## src/rtl/crc_seq_ctrl.sv

```systemverilog
// Sequencer that arbitrates two byte requesters, streams the granted byte
// LSB-first into a serial CRC block and collects its 8-bit result.
module crc_seq_ctrl #(
    parameter int TIMEOUT      = 16,
    parameter int FLUSH_CYCLES = 2
) (
    input  logic       CLK,
    input  logic       RST,
    input  logic       REQ_A,
    input  logic       REQ_B,
    input  logic [7:0] DATA_A,
    input  logic [7:0] DATA_B,
    output logic       GNT_A,
    output logic       GNT_B,
    output logic       CRC_DATA,
    output logic       CRC_ACTIVE,
    output logic       CRC_RST_N,
    input  logic       CRC_IN,
    input  logic       CRC_VALID,
    output logic [7:0] CRC_OUT,
    output logic       OUT_VALID,
    output logic       OUT_SRC,
    output logic       BUSY,
    output logic       TIMEOUT_ERR
);

    localparam int CNT_MAX = (TIMEOUT > FLUSH_CYCLES) ? ((TIMEOUT > 8) ? TIMEOUT : 8)
                                                      : ((FLUSH_CYCLES > 8) ? FLUSH_CYCLES : 8);
    localparam int CW = $clog2(CNT_MAX + 1);

    typedef enum logic [2:0] {IDLE, FLUSH, SHIFT, WAIT, COLLECT, DONE} state_t;

    state_t          state_q, state_d;
    logic [CW-1:0]   cnt_q, cnt_d;
    logic [7:0]      byte_q, byte_d;
    logic [7:0]      sr_q, sr_d;
    logic            src_q, src_d;
    logic            prio_b_q, prio_b_d;
    logic            pick_b;
    logic            gnt_a_d, gnt_b_d, crc_data_d, crc_active_d, crc_rst_n_d;
    logic [7:0]      crc_out_d;
    logic            out_valid_d, out_src_d, busy_d, timeout_err_d;

    always_comb begin
        state_d       = state_q;
        cnt_d         = cnt_q;
        byte_d        = byte_q;
        sr_d          = sr_q;
        src_d         = src_q;
        prio_b_d      = prio_b_q;
        pick_b        = 1'b0;
        gnt_a_d       = 1'b0;
        gnt_b_d       = 1'b0;
        crc_data_d    = 1'b0;
        crc_out_d     = CRC_OUT;
        out_valid_d   = 1'b0;
        out_src_d     = OUT_SRC;
        timeout_err_d = 1'b0;

        unique case (state_q)
            IDLE: begin
                if (REQ_A || REQ_B) begin
                    pick_b   = REQ_B && (!REQ_A || prio_b_q);
                    byte_d   = pick_b ? DATA_B : DATA_A;
                    src_d    = pick_b;
                    prio_b_d = !pick_b;
                    gnt_a_d  = !pick_b;
                    gnt_b_d  = pick_b;
                    cnt_d    = '0;
                    state_d  = FLUSH;
                end
            end
            // The grant cycle leads in; FLUSH_CYCLES further cycles follow before SHIFT.
            FLUSH: begin
                if (cnt_q == CW'(FLUSH_CYCLES)) begin
                    state_d    = SHIFT;
                    cnt_d      = '0;
                    crc_data_d = byte_q[0];
                end else begin
                    cnt_d = cnt_q + 1'b1;
                end
            end
            SHIFT: begin
                if (cnt_q == CW'(7)) begin
                    state_d = WAIT;
                    cnt_d   = '0;
                end else begin
                    cnt_d      = cnt_q + 1'b1;
                    crc_data_d = byte_q[cnt_q[2:0] + 3'd1];
                end
            end
            // A raised TIMEOUT_ERR marks an abort already signalled; leave on the next edge.
            WAIT: begin
                if (TIMEOUT_ERR) begin
                    state_d = IDLE;
                end else if (CRC_VALID) begin
                    sr_d[0] = CRC_IN;
                    cnt_d   = CW'(1);
                    state_d = COLLECT;
                end else begin
                    cnt_d = cnt_q + 1'b1;
                    if (cnt_q == CW'(TIMEOUT - 2)) timeout_err_d = 1'b1;
                end
            end
            COLLECT: begin
                if (TIMEOUT_ERR) begin
                    state_d = IDLE;
                end else if (CRC_VALID) begin
                    sr_d[cnt_q[2:0]] = CRC_IN;
                    if (cnt_q == CW'(7)) begin
                        state_d     = DONE;
                        crc_out_d   = {CRC_IN, sr_q[6:0]};
                        out_valid_d = 1'b1;
                        out_src_d   = src_q;
                    end else begin
                        cnt_d = cnt_q + 1'b1;
                    end
                end else begin
                    timeout_err_d = 1'b1;
                end
            end
            DONE:    state_d = IDLE;
            default: state_d = IDLE;
        endcase

        crc_active_d = (state_d == SHIFT);
        crc_rst_n_d  = !((state_d == IDLE) || (state_d == FLUSH));
        busy_d       = (state_d != IDLE);
    end

    always_ff @(posedge CLK) begin
        if (RST) begin
            state_q     <= IDLE;
            cnt_q       <= '0;
            byte_q      <= '0;
            sr_q        <= '0;
            src_q       <= 1'b0;
            prio_b_q    <= 1'b0;
            GNT_A       <= 1'b0;
            GNT_B       <= 1'b0;
            CRC_DATA    <= 1'b0;
            CRC_ACTIVE  <= 1'b0;
            CRC_RST_N   <= 1'b0;
            CRC_OUT     <= '0;
            OUT_VALID   <= 1'b0;
            OUT_SRC     <= 1'b0;
            BUSY        <= 1'b0;
            TIMEOUT_ERR <= 1'b0;
        end else begin
            state_q     <= state_d;
            cnt_q       <= cnt_d;
            byte_q      <= byte_d;
            sr_q        <= sr_d;
            src_q       <= src_d;
            prio_b_q    <= prio_b_d;
            GNT_A       <= gnt_a_d;
            GNT_B       <= gnt_b_d;
            CRC_DATA    <= crc_data_d;
            CRC_ACTIVE  <= crc_active_d;
            CRC_RST_N   <= crc_rst_n_d;
            CRC_OUT     <= crc_out_d;
            OUT_VALID   <= out_valid_d;
            OUT_SRC     <= out_src_d;
            BUSY        <= busy_d;
            TIMEOUT_ERR <= timeout_err_d;
        end
    end

endmodule

```

## config.mk

```make
export PLATFORM = sky130hd
export DESIGN_NAME = crc_seq_ctrl
export DESIGN_NICKNAME = d
export VERILOG_FILES = /design/src/rtl/crc_seq_ctrl.sv
export SDC_FILE = /design/constraint.sdc
export NUM_CORES = 1
export LEC_CHECK = 0
export CORE_MARGIN = 2
export CORE_UTILIZATION = 50
export CTS_BUF_LIST = sky130_fd_sc_hd__clkbuf_4 sky130_fd_sc_hd__clkbuf_8 sky130_fd_sc_hd__clkbuf_16
export DETAILED_ROUTE_END_ITERATION = 8
export PLACE_DENSITY = 0.78
export SLEW_MARGIN = 20
export SYNTH_ARGS = -nofsm -noshare
export SYNTH_HDL_FRONTEND = slang
export SYNTH_SLANG_ARGS = --single-unit
```

## constraint.sdc

```tcl
create_clock -name CLK -period 2.72 [get_ports CLK]
set_clock_uncertainty 0.15 [all_clocks]
set_input_delay 0.408 -clock CLK [delete_from_list [all_inputs] [get_ports CLK]]
set_output_delay 0.408 -clock CLK [all_outputs]
set_load 0.03 [all_outputs]
```

# Yosys cells after proc, flatten, opt, wreduce, memory -nomap -nowiden
# Cells that the tools add are included.
dict set report word_totals {
  input_bits 22
  elab_cells 101
  ff_bits 43
}
dict set report op_classes {
  reduce_logical 20
  n_bitwise 5
  mux 39
  n_addsub 2
  eq_ne 15
  order_cmp 3
}
# cell count
set ops {}
lappend ops {{$mux W5} 8}
lappend ops {{$pmux W5 S5} 1}
lappend ops {{$mux W3} 8}
lappend ops {{$pmux W3 S5} 1}
lappend ops {{$mux W1} 14}
lappend ops {{$ne A2 B2 Y1 const B} 6}
lappend ops {{$eq A3 B2 Y1 const B} 3}
lappend ops {{$bwmux W8} 1}
lappend ops {{$lt A3 B4 Y1 const B} 2}
lappend ops {{$mux W8} 1}
lappend ops {{$eq A3 B1 Y1 const B} 2}
lappend ops {{$logic_not A3 Y1} 2}
lappend ops {{$pmux W1 S2} 3}
lappend ops {{$reduce_and A6 Y1} 1}
lappend ops {{$add A5 B1 Y5 const B} 1}
lappend ops {{$eq A5 B2 Y1 const B} 1}
lappend ops {{$eq A5 B3 Y1 const B} 1}
lappend ops {{$eq A5 B4 Y1 const B} 1}
lappend ops {{$not A1 Y1} 5}
lappend ops {{$reduce_and A5 Y1} 1}
lappend ops {{$reduce_bool A5 Y1} 1}
lappend ops {{$reduce_and A4 Y1} 1}
lappend ops {{$reduce_or A4 Y1} 1}
lappend ops {{$add A3 B1 Y3 const B} 1}
lappend ops {{12 further kinds} 17}

# Longest topological paths before layout
dict set report depth {
  ltp_word 8
  mapped_depth 8
  ltp_nobuf 7
}

# Worst setup path before layout
# OpenSTA, ideal clock, no wires.
dict set report synth_path {
  path_kind {register to register}
  from {register cnt_q[0]}
  to {register BUSY}
  path_stages_with_launch 9
  path_slack_ps 400
  t_arrival_ps 2043
  required_ps 2443
  synth_period_minus_slack_ps 2320
  path_cell_list {dfxtp_1 clkbuf_1 inv_1 ha_1 or4b_4 o311a_1 nor4_2 a211oi_1 or3_1}
}
dict set report synth_between {
  elab_chain_len 6
}
# item line
set synth_rtl {}
lappend synth_rtl {{from (decl)} 34} ;# logic [CW-1:0] cnt_q, cnt_d;
lappend synth_rtl {{from (signal assigned)} 151} ;# cnt_q <= cnt_d;
lappend synth_rtl {{$eq A5 B3 Y1} {84, 110}}
lappend synth_rtl {{$mux W3} 110} ;# if (cnt_q == CW'(7)) begin
lappend synth_rtl {{$mux W3} 108} ;# end else if (CRC_VALID) begin
lappend synth_rtl {{$mux W3} 106} ;# if (TIMEOUT_ERR) begin
lappend synth_rtl {{$pmux W3 S5 (*)} 60} ;# unique case (state_q)
lappend synth_rtl {{$reduce_bool A3 Y1 (*)} 128} ;# busy_d = (state_d != IDLE);
lappend synth_rtl {{to (signal assigned)} 164} ;# BUSY <= busy_d;
lappend synth_rtl {{to (decl)} 23} ;# output logic BUSY,
# Mark *: on every way between the ends. The rest lies on a longest branch, timed or not.
# A chain may end at the register's enable or synchronous reset.

# Worst setup path after layout
dict set report layout_path {
  from {register cnt_q[1]}
  to {register BUSY}
}
# The elaborated chain is that of the path after synthesis.

==> flow_summary.json <==
{
  "hold_slack_ps": 308,
  "clk_pin_slew_ps": 80,
  "p_total_mw": 1.26,
  "grt_pass1_vias": 1519,
  "antenna_left": 0,
  "cts_root_buffer": "clkbuf_8",
  "postSynthAreaPerCell_um2": 9.47,
  "layoutNonFillerInstCount": 286,
  "synth-edff-count": 0,
  "overflow": 0,
  "fp-row-count": 22,
  "switching_share_pct": 21.3,
  "rsz0062_at_grt": "no",
  "drive_above_1_share_pct": 8.82,
  "max_cap_violations": 0,
  "status": "finished clean",
  "p_switching_mw": 0.268,
  "critPathArrivalTime_ps": 2500,
  "dr.pass1.iters": 5,
  "placed_cells": 278,
  "clock_sinks": 42,
  "syn-num-nets": 224,
  "ys_ff_latch": 42,
  "vias": 1631,
  "dieArea_mm2": 0.00430,
  "syn_to_final_growth_pct": 28.3,
  "path_max_fanout": 11,
  "combPwrFrac_pct": 9.1,
  "fp.dieH_um": 65.6,
  "post_drt_wl_per_cell_um": 14.3,
  "synthesis.area_mm2": 0.00189,
  "hold_class": "reg -> reg",
  "io-pin-count": 39,
  "cts_max_path_buffers": 2,
  "dp_hpwl_um": 2880,
  "vias_per_cell": 5.70,
  "drt-initial-drc-count": 219,
  "pwr-share-clk_pct": 39.2,
  "grt_max_degree": 29,
  "nNetsFinal": 261,
  "seq_area_frac_synth_pct": 44.4,
  "numCtsBuffers": 5,
  "fin_ws_ps": 246,
  "grt_pass1_wl_um": 6940,
  "start_util_pct": 51.7,
  "synth_ff_type": "dfxtp_1",
  "gp_congestion": 0.954,
  "synth_top_area_cell": "dfxtp_1",
  "post_cts_buffers": 0,
  "final_common_cell": "dfxtp_1",
  "slew_viol_final": 0,
  "slowest_stage": "dfxtp_1",
  "relSlewSlack_pct": 56.1,
  "synth_warnings": 0,
  "p_leak_nw": 1.01,
  "netlist-cell-type-count": 45,
  "antenna_found_initial": 0,
  "min_period_ps": 2470,
  "n_antenna_cell": 0,
  "final_cell_mix": "dfxtp_1 (42), clkdlybuf4s50_1 (38), nor2_1 (27), mux2i_1 (17), inv_1 (12)",
  "critPathCaptureType": "flop",
  "drcViolationCount": 0,
  "cts_tree": "yes",
  "worst_pin_slew_ps": 655,
  "grt_usage_pct": 21.2,
  "p_seq_share_pct": 51.6,
  "fin_tns_setup_ps": 0,
  "clock.fmax_mhz": 404,
  "portBuffers": 38,
  "worstPathCellList": "ha_1, or4b_4, o311a_1, nor4_2, a211oi_1, or3_1",
  "htree_levels": 2,
  "p_int_mw": 0.988,
  "ir_drop_mv": 0.340,
  "critPathMaxStageDelay_ps": 540,
  "cellPowerDensity_mw_per_mm2": 516,
  "setup.worst_path.class": "reg -> reg",
  "cts_hold_buf": 0,
  "finalHoldViolCount": 0,
  "async_flop_share_pct": 0,
  "startpoint_type": "flop",
  "synthDominantCellAreaShare_pct": 44.4,
  "syn_inst": 200,
  "synthTopCellsByArea": "dfxtp_1 (44%), mux2i_1 (9.0%), nor2_1 (5.4%), a222oi_1 (4.2%), inv_1 (2.4%)",
  "finalSetupViolations": 0,
  "coreArea_mm2": 0.00366,
  "period_share_pct": 91.0,
  "critPathRequiredTime_ps": 2750,
  "clkLatencyLatePin_ps": 290,
  "ctsResizeCount": 0,
  "drt_wl_total_um": 4090,
  "pre_cts_ws_ps": 306,
  "die_w_um": 65.6
}
[power groups by stage]
stage	Clock (mW)	Combinational, mW	Sequential (mW)
after floorplan	0	0.0616	0.659
after global placement	0	0.113	0.661
after detailed placement	0	0.114	0.662
after CTS	0.508	0.114	0.648
after global routing	0.534	0.126	0.651
final	0.493	0.114	0.648
[through the flow]
step | instance area [um^2] | utilization (%)
after CTS | 2430 | 66.4
after global placement | 2320 | 63.3
after detailed placement | 2320 | 63.3
after global routing | 2430 | 66.4
after floorplan | 1890 | -
final | 2430 | 66.4
[flip-flops by register name, summed over array words and instances (netlist names), 3 cells and up]
name,cells
cnt_q,5
CRC_OUT,8
sr_q,7
state_q,3
byte_q,8
[path summary, 6_finish.rpt]
path	end	from	cells after the start	slack [ps]
hold reg to reg	src_q	src_q	1	310
setup / recovery	BUSY	cnt_q[1]	6	250
setup reg to reg	BUSY	cnt_q[1]	6	250
hold / removal	src_q	src_q	1	310
[layout make-up]
type                            count  area, um^2
Timing Repair Buffer               42         410
Fill cell                         286        1230
Sequential cell                    42         841
Clock buffer                        7        83.8
Tap cell                           48        60.1
Inverter                           12        45.0
Clock inverter                      1        30.0
Multi-Input combinational cell    134         961
[critical path, delay by kind of cell, from the launching register on]
kind                     cells  cell delay [ps]
AND/OR/NAND/NOR              3             1170
AO/OA/AOI/OAI                2              260
flip-flops                   1              540
adder cells (fa/ha/maj)      1              230
[cells in the mapped netlist (4+ instances only)]
cell type and number:
nand3_1 5, a222oi_1 8, nor3_1 5, inv_1 12
clkbuf_1 10, dfxtp_1 42, nor3b_1 4, mux2i_1 17
a21oi_1 7, nand2_1 8, nor2_1 27
[metal layers]
| metal | wire length [um] | global-route usage [%] |
|---|---|---|
| met5 | 0 | 0 |
| met2 | 1970 | 33.5 |
| met4 | 106 | 10.4 |
| met3 | 216 | 5.31 |
| met1 | 1790 | 26.9 |
[cell families after synthesis]
group	after synthesis	synth area share, %
AOI/OAI and AO/OA	36	15.0
xor gates and xnor gates	3	1.39
adders and majority gates	2	1.32
buffers and inverters	24	4.89
DFF	42	44.4
muxes	19	11.4
and+or+nand+nor	74	21.7
(Power assumes the default switching activity.)
